[src/rtl/pipe_stage_pkg.sv]
// Shared types for the pipeline-register slice.
//   pipe_state_t : occupancy of a pipe_stage (EMPTY / ONE / TWO entries).
//   if_id_t, id_ex_t, ex_mem_t, mem_wb_t : stage-boundary payloads.
//   *_W localparams : payload widths, passed as DATA_W when instantiating
//                     pipe_stage at each boundary.
package pipe_stage_pkg;

  typedef enum logic [1:0] {
    EMPTY = 2'd0,
    ONE   = 2'd1,
    TWO   = 2'd2
  } pipe_state_t;

  typedef struct packed {
    logic [31:0] pc;
    logic [31:0] instr;
  } if_id_t;

  typedef struct packed {
    logic [31:0] pc;
    logic [31:0] rs1_val;
    logic [31:0] rs2_val;
    logic [31:0] imm;
    logic [4:0]  rd;
    logic [4:0]  reg_rd_id;  // same width as rd so the two compare directly
    logic [3:0]  alu_op;
    logic        mem_rd;
    logic        mem_wr;
    logic        reg_wr;
  } id_ex_t;

  typedef struct packed {
    logic [31:0] alu_res;
    logic [31:0] rs2_val;
    logic [4:0]  reg_rd_id;
    logic        mem_rd;
    logic        mem_wr;
    logic        reg_wr;
  } ex_mem_t;

  typedef struct packed {
    logic [31:0] wb_data;
    logic [4:0]  reg_rd_id;
    logic        reg_wr;
  } mem_wb_t;

  localparam int IF_ID_W  = $bits(if_id_t);
  localparam int ID_EX_W  = $bits(id_ex_t);
  localparam int EX_MEM_W = $bits(ex_mem_t);
  localparam int MEM_WB_W = $bits(mem_wb_t);

endpackage

[src/rtl/pipe_stage_sat_counter.sv]
// sat_counter: saturating up-counter for pipeline statistics.
//   clk   : clock, rising edge
//   rst   : synchronous active-high reset, clears the count
//   inc   : count one event this cycle
//   count : current value, sticks at all-ones
module sat_counter
  import pipe_stage_pkg::*;
#(
  parameter int CNT_W = 16
) (
  input  logic             clk,
  input  logic             rst,
  input  logic             inc,
  output logic [CNT_W-1:0] count
);

  logic [CNT_W-1:0] count_reg;

  always_ff @(posedge clk) begin
    if (rst) begin
      count_reg <= '0;
    end else if (inc && (count_reg != {CNT_W{1'b1}})) begin
      count_reg <= count_reg + 1'b1;
    end
  end

  assign count = count_reg;

endmodule

[src/rtl/pipe_stage.sv]
// pipe_stage: valid/ready pipeline register with a 2-entry skid buffer and
// synchronous flush. in_ready, out_valid and out_data all come straight from
// flops, so no combinational path crosses the stage.
//   clk, rst            : clock (rising edge), synchronous active-high reset
//   flush               : drop every held and incoming entry this cycle
//   in_valid/in_ready   : upstream handshake, in_data payload
//   out_valid/out_ready : downstream handshake, out_data payload
//   stall_cnt/bubble_cnt: saturating statistics, present only when the
//                         macro PIPE_STAGE_STATS_EN is defined
module pipe_stage
  import pipe_stage_pkg::*;
#(
  parameter int DATA_W         = 32,
  parameter int CLEAR_ON_FLUSH = 1,
  parameter int CNT_W          = 16
) (
  input  logic              clk,
  input  logic              rst,
  input  logic              flush,
  input  logic              in_valid,
  output logic              in_ready,
  input  logic [DATA_W-1:0] in_data,
  output logic              out_valid,
  input  logic              out_ready,
  output logic [DATA_W-1:0] out_data
`ifdef PIPE_STAGE_STATS_EN
  ,
  output logic [CNT_W-1:0]  stall_cnt,
  output logic [CNT_W-1:0]  bubble_cnt
`endif
);

  if (DATA_W < 1 || CNT_W < 1) begin : g_bad_param
    $error("pipe_stage: DATA_W and CNT_W must be at least 1");
  end

  pipe_state_t       state_reg, state_next;
  logic [DATA_W-1:0] main_d_reg, main_d_next;
  logic [DATA_W-1:0] skid_d_reg, skid_d_next;
  logic              out_valid_reg;
  logic              in_ready_reg;
  logic              in_fire;
  logic              out_fire;

  always_comb begin
    in_fire     = in_valid & in_ready_reg;
    out_fire    = out_valid_reg & out_ready;
    state_next  = state_reg;
    main_d_next = main_d_reg;
    skid_d_next = skid_d_reg;

    case (state_reg)
      EMPTY: begin
        if (in_fire) begin
          state_next  = ONE;
          main_d_next = in_data;
        end
      end
      ONE: begin
        if (in_fire && out_fire) begin
          main_d_next = in_data;
        end else if (in_fire) begin
          // Downstream stalled: park the new beat behind main.
          state_next  = TWO;
          skid_d_next = in_data;
        end else if (out_fire) begin
          state_next = EMPTY;
        end
      end
      TWO: begin
        // in_ready is low here, so only the drain side can move.
        if (out_fire) begin
          state_next  = ONE;
          main_d_next = skid_d_reg;
        end
      end
      default: begin
        state_next = EMPTY;
      end
    endcase

    // Flush overrides every handshake outcome; an in_fire this cycle is
    // accepted upstream but silently dropped.
    if (flush) begin
      state_next  = EMPTY;
      main_d_next = main_d_reg;
      skid_d_next = skid_d_reg;
      if (CLEAR_ON_FLUSH != 0) begin
        main_d_next = '0;
        skid_d_next = '0;
      end
    end
  end

  // The handshake flags are registered from the next state rather than
  // decoded from state_reg, keeping them pure flop outputs.
  always_ff @(posedge clk) begin
    if (rst) begin
      state_reg     <= EMPTY;
      main_d_reg    <= '0;
      skid_d_reg    <= '0;
      out_valid_reg <= 1'b0;
      in_ready_reg  <= 1'b1;
    end else begin
      state_reg     <= state_next;
      main_d_reg    <= main_d_next;
      skid_d_reg    <= skid_d_next;
      out_valid_reg <= (state_next != EMPTY);
      in_ready_reg  <= (state_next != TWO);
    end
  end

  assign out_valid = out_valid_reg;
  assign out_data  = main_d_reg;
  assign in_ready  = in_ready_reg;

`ifdef PIPE_STAGE_STATS_EN
  sat_counter #(.CNT_W(CNT_W)) u_stall_cnt (
    .clk   (clk),
    .rst   (rst),
    .inc   (out_valid_reg & ~out_ready),
    .count (stall_cnt)
  );

  sat_counter #(.CNT_W(CNT_W)) u_bubble_cnt (
    .clk   (clk),
    .rst   (rst),
    .inc   (~out_valid_reg & ~rst),
    .count (bubble_cnt)
  );
`endif

endmodule

[config.mk]
export PLATFORM = sky130hd
export DESIGN_NAME = pipe_stage
export DESIGN_NICKNAME = d
export VERILOG_FILES = /design/src/rtl/pipe_stage_pkg.sv /design/src/rtl/pipe_stage_sat_counter.sv /design/src/rtl/pipe_stage.sv
export SDC_FILE = /design/constraint.sdc
export NUM_CORES = 1
export LEC_CHECK = 0
export BUFFER_PORTS_ARGS = -buffer_cell sky130_fd_sc_hd__clkbuf_2
export CORE_ASPECT_RATIO = 0.9
export CORE_UTILIZATION = 54
export DETAILED_ROUTE_END_ITERATION = 10
export PLACE_DENSITY = 0.9
export SYNTH_ARGS = -nofsm -noshare
export SYNTH_HDL_FRONTEND = slang
export SYNTH_SLANG_ARGS = --single-unit
[constraint.sdc]
create_clock -name clk -period 1.45 [get_ports clk]
set_input_delay 0.145 -clock clk [delete_from_list [all_inputs] [get_ports clk]]
set_output_delay 0.145 -clock clk [all_outputs]
set_load 0.1 [all_outputs]
==> flow_summary.toml, run 1 <==
[cells_and_area]
multi_input_area_um2 = 1739
areaGrowthSynthToFinish_pct = 21.20
nets = 416
final_common_cell = "clkbuf_2"
final_cells = 453
antenna_cells = 0
fin_area_um2 = 4049
fillers = 416
drive_above_1_share_pct = 44.65
final_cell_mix = "70 x clkbuf_2, 65 x dfxtp_1, 57 x a211oi_2"
ff_latch_area_um2 = 1370

[pwr]
peakVddDrop_mv = 0.6947
leakage_nw = 1.693
finalPower_mw = 4.682
power_density_nw_per_um2 = 1156

[global_routing]
antenna_found_initial = 0
grt_pass1_wl_mm = 13.46
gr-total-overflow = 0
first_global_vias = 2704
grt_max_degree = 42
grt_usage_pct = 26.48

[yosys]
synth-compound-area-share_pct = 34.49
synth_edf_count = 0
synthAdderAreaFrac_pct = 0
synthArstFlopShare_pct = 0
syn_area_um2 = 3341
ys_types = 28
synth_area_per_cell_um2 = 10.51
synth-seq-area-share_pct = 40.75
ys_warn_count = 0
synthesis.nets = 355
synth_top_area_cell = "dfxtp_1"
synth_top_cell_area_share_pct = 40.75
synth_seq_cells = 68
synth_top_family_by_area = "compound AO/OA/AOI/OAI gates"
synth-xor-area-share_pct = 0
synth_area_leaders = "dfxtp_1 41%, a211oi_2 21%, mux2i_1 9.6%"
synthFlopType = "dfxtp_1"
yosys.area_share.simple_pct = 7.378
synth_mux_area_share_pct = 9.588
postSynthCellCount = 318

[cts]
ctsRootBufferMaster = "clkbuf_8"
cts-hold-fix-buffers = 0
cts_buffer_depth = 2
cts_buffers = 9
htree_levels = 3
clkTransAtPathRegs_ps = 80
cts_sinks = 68
cts_tree = "done"
clkLatencyLatePin_ps = 350

[floorplan]
die_y_um = 76.62
io_pins = 71
die_w_um = 84.91
core_um2 = 5823
die-area_um2 = 6505
start_util_pct = 57.37
num_rows = 26

[sta]
hold_viol = 0
setup-violations-final = 0
max_slew_margin_pct = 62.08
min_period_ps = 1425
clock_skew_ps = 9.264
maxSlewViolCount = 0
worst_pin_slew_ps = 571.2
fin_crit_sh_pct = 98.28
setup_tns_ps = 0
max_freq_ghz = 0.7017

[setup_path]
worstSetupEndpointType = "flip-flop"
crit_required_ps = 1680
r2r_cells = 4
critPathMaxStageDelay_ps = 430
arrival_ps = 1660
worstSetupStartpointType = "flip-flop"
cp_max_fo = 41
slowest_stage = "dfxtp_1"
crit_family = "compound AO/OA/AOI/OAI gates"
critical_path_depth = 4
cp_num_buf_inv = 1
crit_type = "reg -> reg"
path_cells = "a21bo_2 > buf_12 > o21ai_0 > a21oi_1"
reg2reg_slack_ps = 20

[min_path]
holdPathStages = 3
hp-class = "in -> reg"

[outcome]
status = "finished with violations"
violations = "design-rule violations"

[drt]
wl_per_cell_um = 18.22
drt_iter0_drc = 293
num_vias = 2829
firstDrtPassIters = 8
remaining_drc_errors = 5
via_per_inst = 6.245
drt-total-wl_mm = 8.252
ant_nets = 0

[placement]
numPortBuffers = 70
dp_hpwl_mm = 5.266
gp_congestion = 0.7951
placed_cell_area_um2 = 3799
dpl.cell_count = 437

[run]
drv_cap = 0
## path summary, 6_finish.rpt
check / start / endpoint
max reg2reg: state_reg[0] / skid_d_reg[18]
min: in_data[10] / skid_d_reg[10]
min reg2reg: skid_d_reg[1] / skid_d_reg[1]
max: state_reg[0] / skid_d_reg[18]
## cell families (layout without fill, tap and decap cells)
logic type      after synthesis  count (layout)
simple gates                 44              44
buf+inv                      39             104
compound gates              135             135
mux                          32              32
flops                        68              68
## cell usage after synthesis, drive strengths merged, types with 2 or more instances
cell type	instances
nor3b	2
buf	30
mux2i	32
nand2	2
nand3	32
a21boi	2
dfxtp	68
a211oi	64
clkbuf	9
a21oi	33
o21ai	33
## layout make-up
type                       instances  share of cell area, %
clock inverter                     4                  1.761
multi-input combinational        211                  42.95
tap                               70                  2.163
sequential                        68                  33.84
timing repair buffer              89                  15.54
clock buffer                      11                  3.739
## per-layer routing
metal  GRT usage, %  vias to the layer above  wire length, um
met5              0                        -                0
met4          9.831                        0              186
met3          9.967                       22              533
met2          43.09                       91             4043
met1          31.78                     1386             3488
li1               -                     1330                -
## per-stage QoR
step	utilization [%]	setup WS [ps]	hold slack (ps)
floorplan	-	10.54	292.7
global placement	65.23	91.57	396.0
detailed placement	65.23	37.07	406.6
CTS	69.06	13.85	27.89
global route	69.53	-56.62	37.49
finish	69.53	24.87	31.44
## worst reg2reg max path: stages, from the launching register on
cell and delay, ps:
dfxtp_1 430, a21bo_2 300, buf_12 190, o21ai_0 280, a21oi_1 120
## power breakdown
group / switching [mW] / leakage (nW) / internal [mW]
logic: 0.670 / 1.02 / 0.280
clock network: 0.718 / 0.116 / 1.05
registers: 0.0435 / 0.553 / 1.92
total: 1.43 / 1.69 / 3.25
## what timing repair did
action,CTS,global route
setup buffers,0,1
resized for setup,0,7
setup endpoints to repair,0,50
Note: power is estimated with default switching activity, not from simulation.
==> run 2, diff against run 1 <==
--- a/config.mk
+++ b/config.mk
@@ -5,11 +5,12 @@
 export SDC_FILE = /design/constraint.sdc
 export NUM_CORES = 1
 export LEC_CHECK = 0
+export ABC_AREA = 1
 export BUFFER_PORTS_ARGS = -buffer_cell sky130_fd_sc_hd__clkbuf_2
 export CORE_ASPECT_RATIO = 0.9
 export CORE_UTILIZATION = 54
 export DETAILED_ROUTE_END_ITERATION = 10
-export PLACE_DENSITY = 0.9
+export PLACE_DENSITY = 0.91
 export SYNTH_ARGS = -nofsm -noshare
 export SYNTH_HDL_FRONTEND = slang
 export SYNTH_SLANG_ARGS = --single-unit
==> flow_summary.toml, run 2 <==
[global_routing]
grt_usage_pct = 20.66
grt_max_degree = 67
antenna_found_initial = 0
gr-total-overflow = 0
first_global_vias = 2303
grt_pass1_wl_mm = 9.501

[placement]
dpl.cell_count = 620
gp_congestion = 0.7483
dp_hpwl_mm = 4.052
numPortBuffers = 70
dp_slack_ps = 244.2

[drt]
ant_nets = 0
wirelength_met1_mm = 2.812
via_per_inst = 4.568
wl_per_cell_um = 9.701
drt_iter0_drc = 117
wl_met3_um = 407
route.met2.wl_mm = 2.863
firstDrtPassIters = 4
num_vias = 2905
remaining_drc_errors = 0
drt-total-wl_mm = 6.170
routed.top_layer = "met4"

[setup_path]
crit_type = "reg -> out"
worstSetupEndpointType = "output pin"
arrival_ps = 1170
cp_num_buf_inv = 1
path_cells = "clkbuf_2"
critPathCapture = "out_data[28]"
crit_family = "buffers and inverters"
cp_max_fo = 2
worstSetupStartpoint = "out_data[28]"
rr_startpoint = "state_reg[0]"
critical_path_depth = 1
slowest_stage = "clkbuf_2"
timing.rr.end = "out_data[17]"
r2r_cells = 8
critPathMaxStageDelay_ps = 470
reg2reg_slack_ps = 250
worstSetupStartpointType = "flip-flop"
crit_required_ps = 1310

[run]
drv_cap = 0

[cells_and_area]
areaGrowthSynthToFinish_pct = 19.04
final_cells = 636
fillers = 502
final_cell_mix = "167 x nand2_1, 129 x nor2_1, 70 x clkbuf_2"
nets = 598
antenna_cells = 0
drive_above_1_share_pct = 17.84
final_common_cell = "nand2_1"

[pwr]
finalPower_mw = 4.744
power_density_nw_per_um2 = 1261
peakVddDrop_mv = 0.9021
leakage_nw = 2.097

[sta]
maxSlewViolCount = 0
hold_viol = 0
max_slew_margin_pct = 62.82
max_freq_ghz = 0.7596
clock_skew_ps = 7.372
rsz0062_at_grt = "no"
fin_ws_ps = 133.5
setup-violations-final = 0
hold-worst-slack_ps = 44.66
worst_pin_slew_ps = 560.1
fin_crit_sh_pct = 90.80
setup_tns_ps = 0
min_period_ps = 1317

[yosys]
synth_area_per_cell_um2 = 6.321
ys_warn_count = 0
synth_edf_count = 0
synth_seq_cells = 68
syn_area_um2 = 3161
ys_types = 14
synthArstFlopShare_pct = 0
synth_top_cell_area_share_pct = 43.07
synthesis.nets = 537
postSynthCellCount = 500
synth_common_cells = "168 x nand2_1, 130 x nor2_1, 68 x dfxtp_1"
synthFlopType = "dfxtp_1"
synth-seq-area-share_pct = 43.07
synth_top_area_cell = "dfxtp_1"
yosysMostFrequentCell = "nand2_1"
synth_area_leaders = "dfxtp_1 43%, nand2_1 20%, nor2_1 15%"

[cts]
cts_buffer_depth = 2
cts_setup_buffers = 0
post_cts_resized = 0
cts_sinks = 68
clkTransAtPathRegs_ps = 80
htree_levels = 3
ctsRootBufferMaster = "clkbuf_8"
clkLatencyLatePin_ps = 340
cts-hold-fix-buffers = 0
cts_buffers = 9
cts_tree = "done"

[floorplan]
core_um2 = 5660
die_y_um = 74.58
die-area_um2 = 6163
die_w_um = 82.64
io_pins = 71
num_rows = 26
start_util_pct = 55.84

[min_path]
hp-class = "in -> reg"
hp-start = "in_data[6]"

[outcome]
status = "complete, no violations"
[run 2: changes by cell type after synthesis, moves of 7 or more]
cell and change:
a211oi_1 -7, a211oi_2 -57, a21oi_1 -33, inv_1 +66, mux2i_1 -32, nand2_1 +166, nand3_1 -30, nor2_1 +130
o21ai_0 -11, o21ai_1 +12
[run 2: cell type report]
cell class                 count  area (um2)  share of cell area (%)
clock buffer                  10       148.9                   3.957
clock inverter                 6       108.9                   2.893
inverter                      68       255.2                   6.784
multi-input combinational    337        1328                   35.28
sequential                    68        1369                   36.38
tap                           70       87.58                   2.328
timing repair buffer          77       465.4                   12.37
[run 2: cells by family after synthesis]
kind of cell	count (synthesis)	share of synthesized area [%]
buf+inv	95	15.24
flops	68	43.07
compound gates	34	5.384
simple gates	303	36.30
[run 2: layer usage]
layer,vias up,GRT usage (%)
met3,10,9.448
met5,-,0
met4,0,6.322
met2,58,34.52
met1,1258,23.61
li1,1579,-
[run 2: how the worst min path moves through the flow]
stage	endpoint	cells after the start	slack (ps)
after floorplan	skid_d_reg[0]	2	280
after global placement	skid_d_reg[0]	3	380
after detailed placement	skid_d_reg[6]	3	390
after CTS	skid_d_reg[6]	3	30
after global routing	skid_d_reg[10]	3	30
final	skid_d_reg[6]	3	40
[run 2: report_power, final]
part | total (mW) | switching [mW] | internal [mW]
registers | 1.96 | 0.0309 | 1.93
clock network | 1.96 | 0.716 | 1.24
logic | 0.823 | 0.630 | 0.193
[run 2: through the flow]
stage	area [um2]	utilization, %
after detailed placement	3505	61.91
after global routing	3762	66.47
after CTS	3762	66.47
final	3762	66.47
after floorplan	3168	-
after global placement	3505	61.91
==> run 3, diff against run 2 <==
==> constraint.sdc (replaced) <==
create_clock -name clk -period 1.45 [get_ports clk]
set_input_delay 0.145 -clock clk [delete_from_list [all_inputs] [get_ports clk]]
set_output_delay 0.145 -clock clk [all_outputs]
set_load 0.01 [all_outputs]
==> flow_summary.toml, run 3 (synthesized netlist as in run 2, its figures left out) <==
[sta]
hold-worst-slack_ps = 42.69
fin_ws_ps = 210.4
worst_pin_slew_ps = 278.6
clock_skew_ps = 4.502
setup_tns_ps = 0
fin_crit_sh_pct = 85.49
rsz0062_at_grt = "no"
min_period_ps = 1240
hold_viol = 0
maxSlewViolCount = 0
setup-violations-final = 0
max_slew_margin_pct = 81.43
max_freq_ghz = 0.8067

[drt]
via_per_inst = 4.616
num_vias = 2931
ant_nets = 0
drt_iter0_drc = 193
wl_per_cell_um = 9.665
remaining_drc_errors = 0
drt-total-wl_mm = 6.137
firstDrtPassIters = 4

[run]
drv_cap = 0

[setup_path]
arrival_ps = 1480
r2r_cells = 8
rr_startpoint = "state_reg[0]"
crit_type = "reg -> reg"
reg2reg_slack_ps = 210
worstSetupStartpointType = "flip-flop"
crit_required_ps = 1690
timing.rr.end = "out_data[10]"
worstSetupEndpointType = "flip-flop"
cp_max_fo = 50

[cts]
cts_buffers = 9
clkLatencyLatePin_ps = 340
cts_sinks = 68
ctsRootBufferMaster = "clkbuf_8"
clkTransAtPathRegs_ps = 70
cts-hold-fix-buffers = 0
cts_setup_buffers = 0
cts_tree = "done"
htree_levels = 3
cts_buffer_depth = 2

[min_path]
hp-start = "in_data[15]"
hp-class = "in -> reg"
hold_end = "skid_d_reg[15]"
holdPathStages = 3

[floorplan]
core_um2 = 5660
io_pins = 71
die_y_um = 74.58
start_util_pct = 55.84
num_rows = 26
die-area_um2 = 6163
die_w_um = 82.64

[cells_and_area]
final_common_cell = "nand2_1"
nets = 598
antenna_cells = 0
final_cell_mix = "167 x nand2_1, 129 x nor2_1, 70 x clkbuf_2"
drive_above_1_share_pct = 17.35
final_cells = 635
areaGrowthSynthToFinish_pct = 15.99
finish.utilization_pct = 64.77

[global_routing]
first_global_vias = 2449
grt_pass1_wl_mm = 10.13
grt_usage_pct = 21.64
gr-total-overflow = 0
grt_max_degree = 67
antenna_found_initial = 0

[placement]
dp_hpwl_mm = 3.972
dp_slack_ps = 164.9
numPortBuffers = 70
dpl.cell_count = 620
gp_congestion = 0.7000

[pwr]
leakage_nw = 2.052
peakVddDrop_mv = 0.6361
power_density_nw_per_um2 = 1084

[outcome]
status = "complete, no violations"
## run 3: changes by cell type in the layout (fill, tap and decap cells not counted), moves of 2 or more
cell / delta
dfxtp_4: -2
buf_12: -2
bufinv_16: -2
dfxtp_1: +2
## run 3: metal layers
metal | routed length (um) | share of wire (%) | GRT usage (%)
met3 | 339 | 5.5 | 5.276
met4 | 89 | 1.5 | 11.30
met5 | 0 | 0 | 0
met2 | 2880 | 47 | 36.61
met1 | 2827 | 46 | 25.34
## run 3: repair_timing
item	CTS	global route
setup endpoints to repair	0	2
endpoints found under the hold margin	0	0
resized for setup	0	1
## run 3: cell type report
cell class / instances / area [um2]
clock buffer: 10 / 137.6
tap: 70 / 87.58
fill: 512 / 1994
inverter: 68 / 255.2
sequential: 68 / 1361
multi-input combinational: 337 / 1328
clock inverter: 5 / 52.55
timing repair buffer: 77 / 444.2
## run 3: worst max-delay path, stage by stage (launching register included)
cell and delay [ps]:
dfxtp_1 390, inv_2 50, nand2_2 90, nand2_1 80, nand2_2 90, buf_12 230, nand2_1 80, nand2_1 70
nor2_1 40
## run 3: how the worst max path moves through the flow
| stage | start | end | slack (ps) | cells past startpoint |
|---|---|---|---|---|
| after CTS | state_reg[1] | skid_d_reg[23] | 150 | 8 |
| after floorplan | in_ready | skid_d_reg[10] | 310 | 6 |
| after global placement | state_reg[1] | skid_d_reg[31] | 240 | 8 |
| final | state_reg[0] | out_data[10] | 210 | 8 |
| after global routing | state_reg[1] | skid_d_reg[0] | 90 | 8 |
| after detailed placement | state_reg[1] | skid_d_reg[23] | 160 | 8 |
## run 3: where the power goes
part / total, mW / leakage, nW / switching (mW) / internal, mW
Combinational: 0.490 / 1.40 / 0.300 / 0.190
Clock: 1.52 / 0.0979 / 0.701 / 0.822
Sequential: 1.96 / 0.553 / 0.0294 / 1.93
Total: 3.98 / 2.05 / 1.03 / 2.94
## run 3: stage by stage
stage	total power, mW	area [um2]
global route	4.166	3666
global placement	2.477	3472
floorplan	2.352	3161
finish	3.976	3666
CTS	4.014	3662
detailed placement	2.492	3472
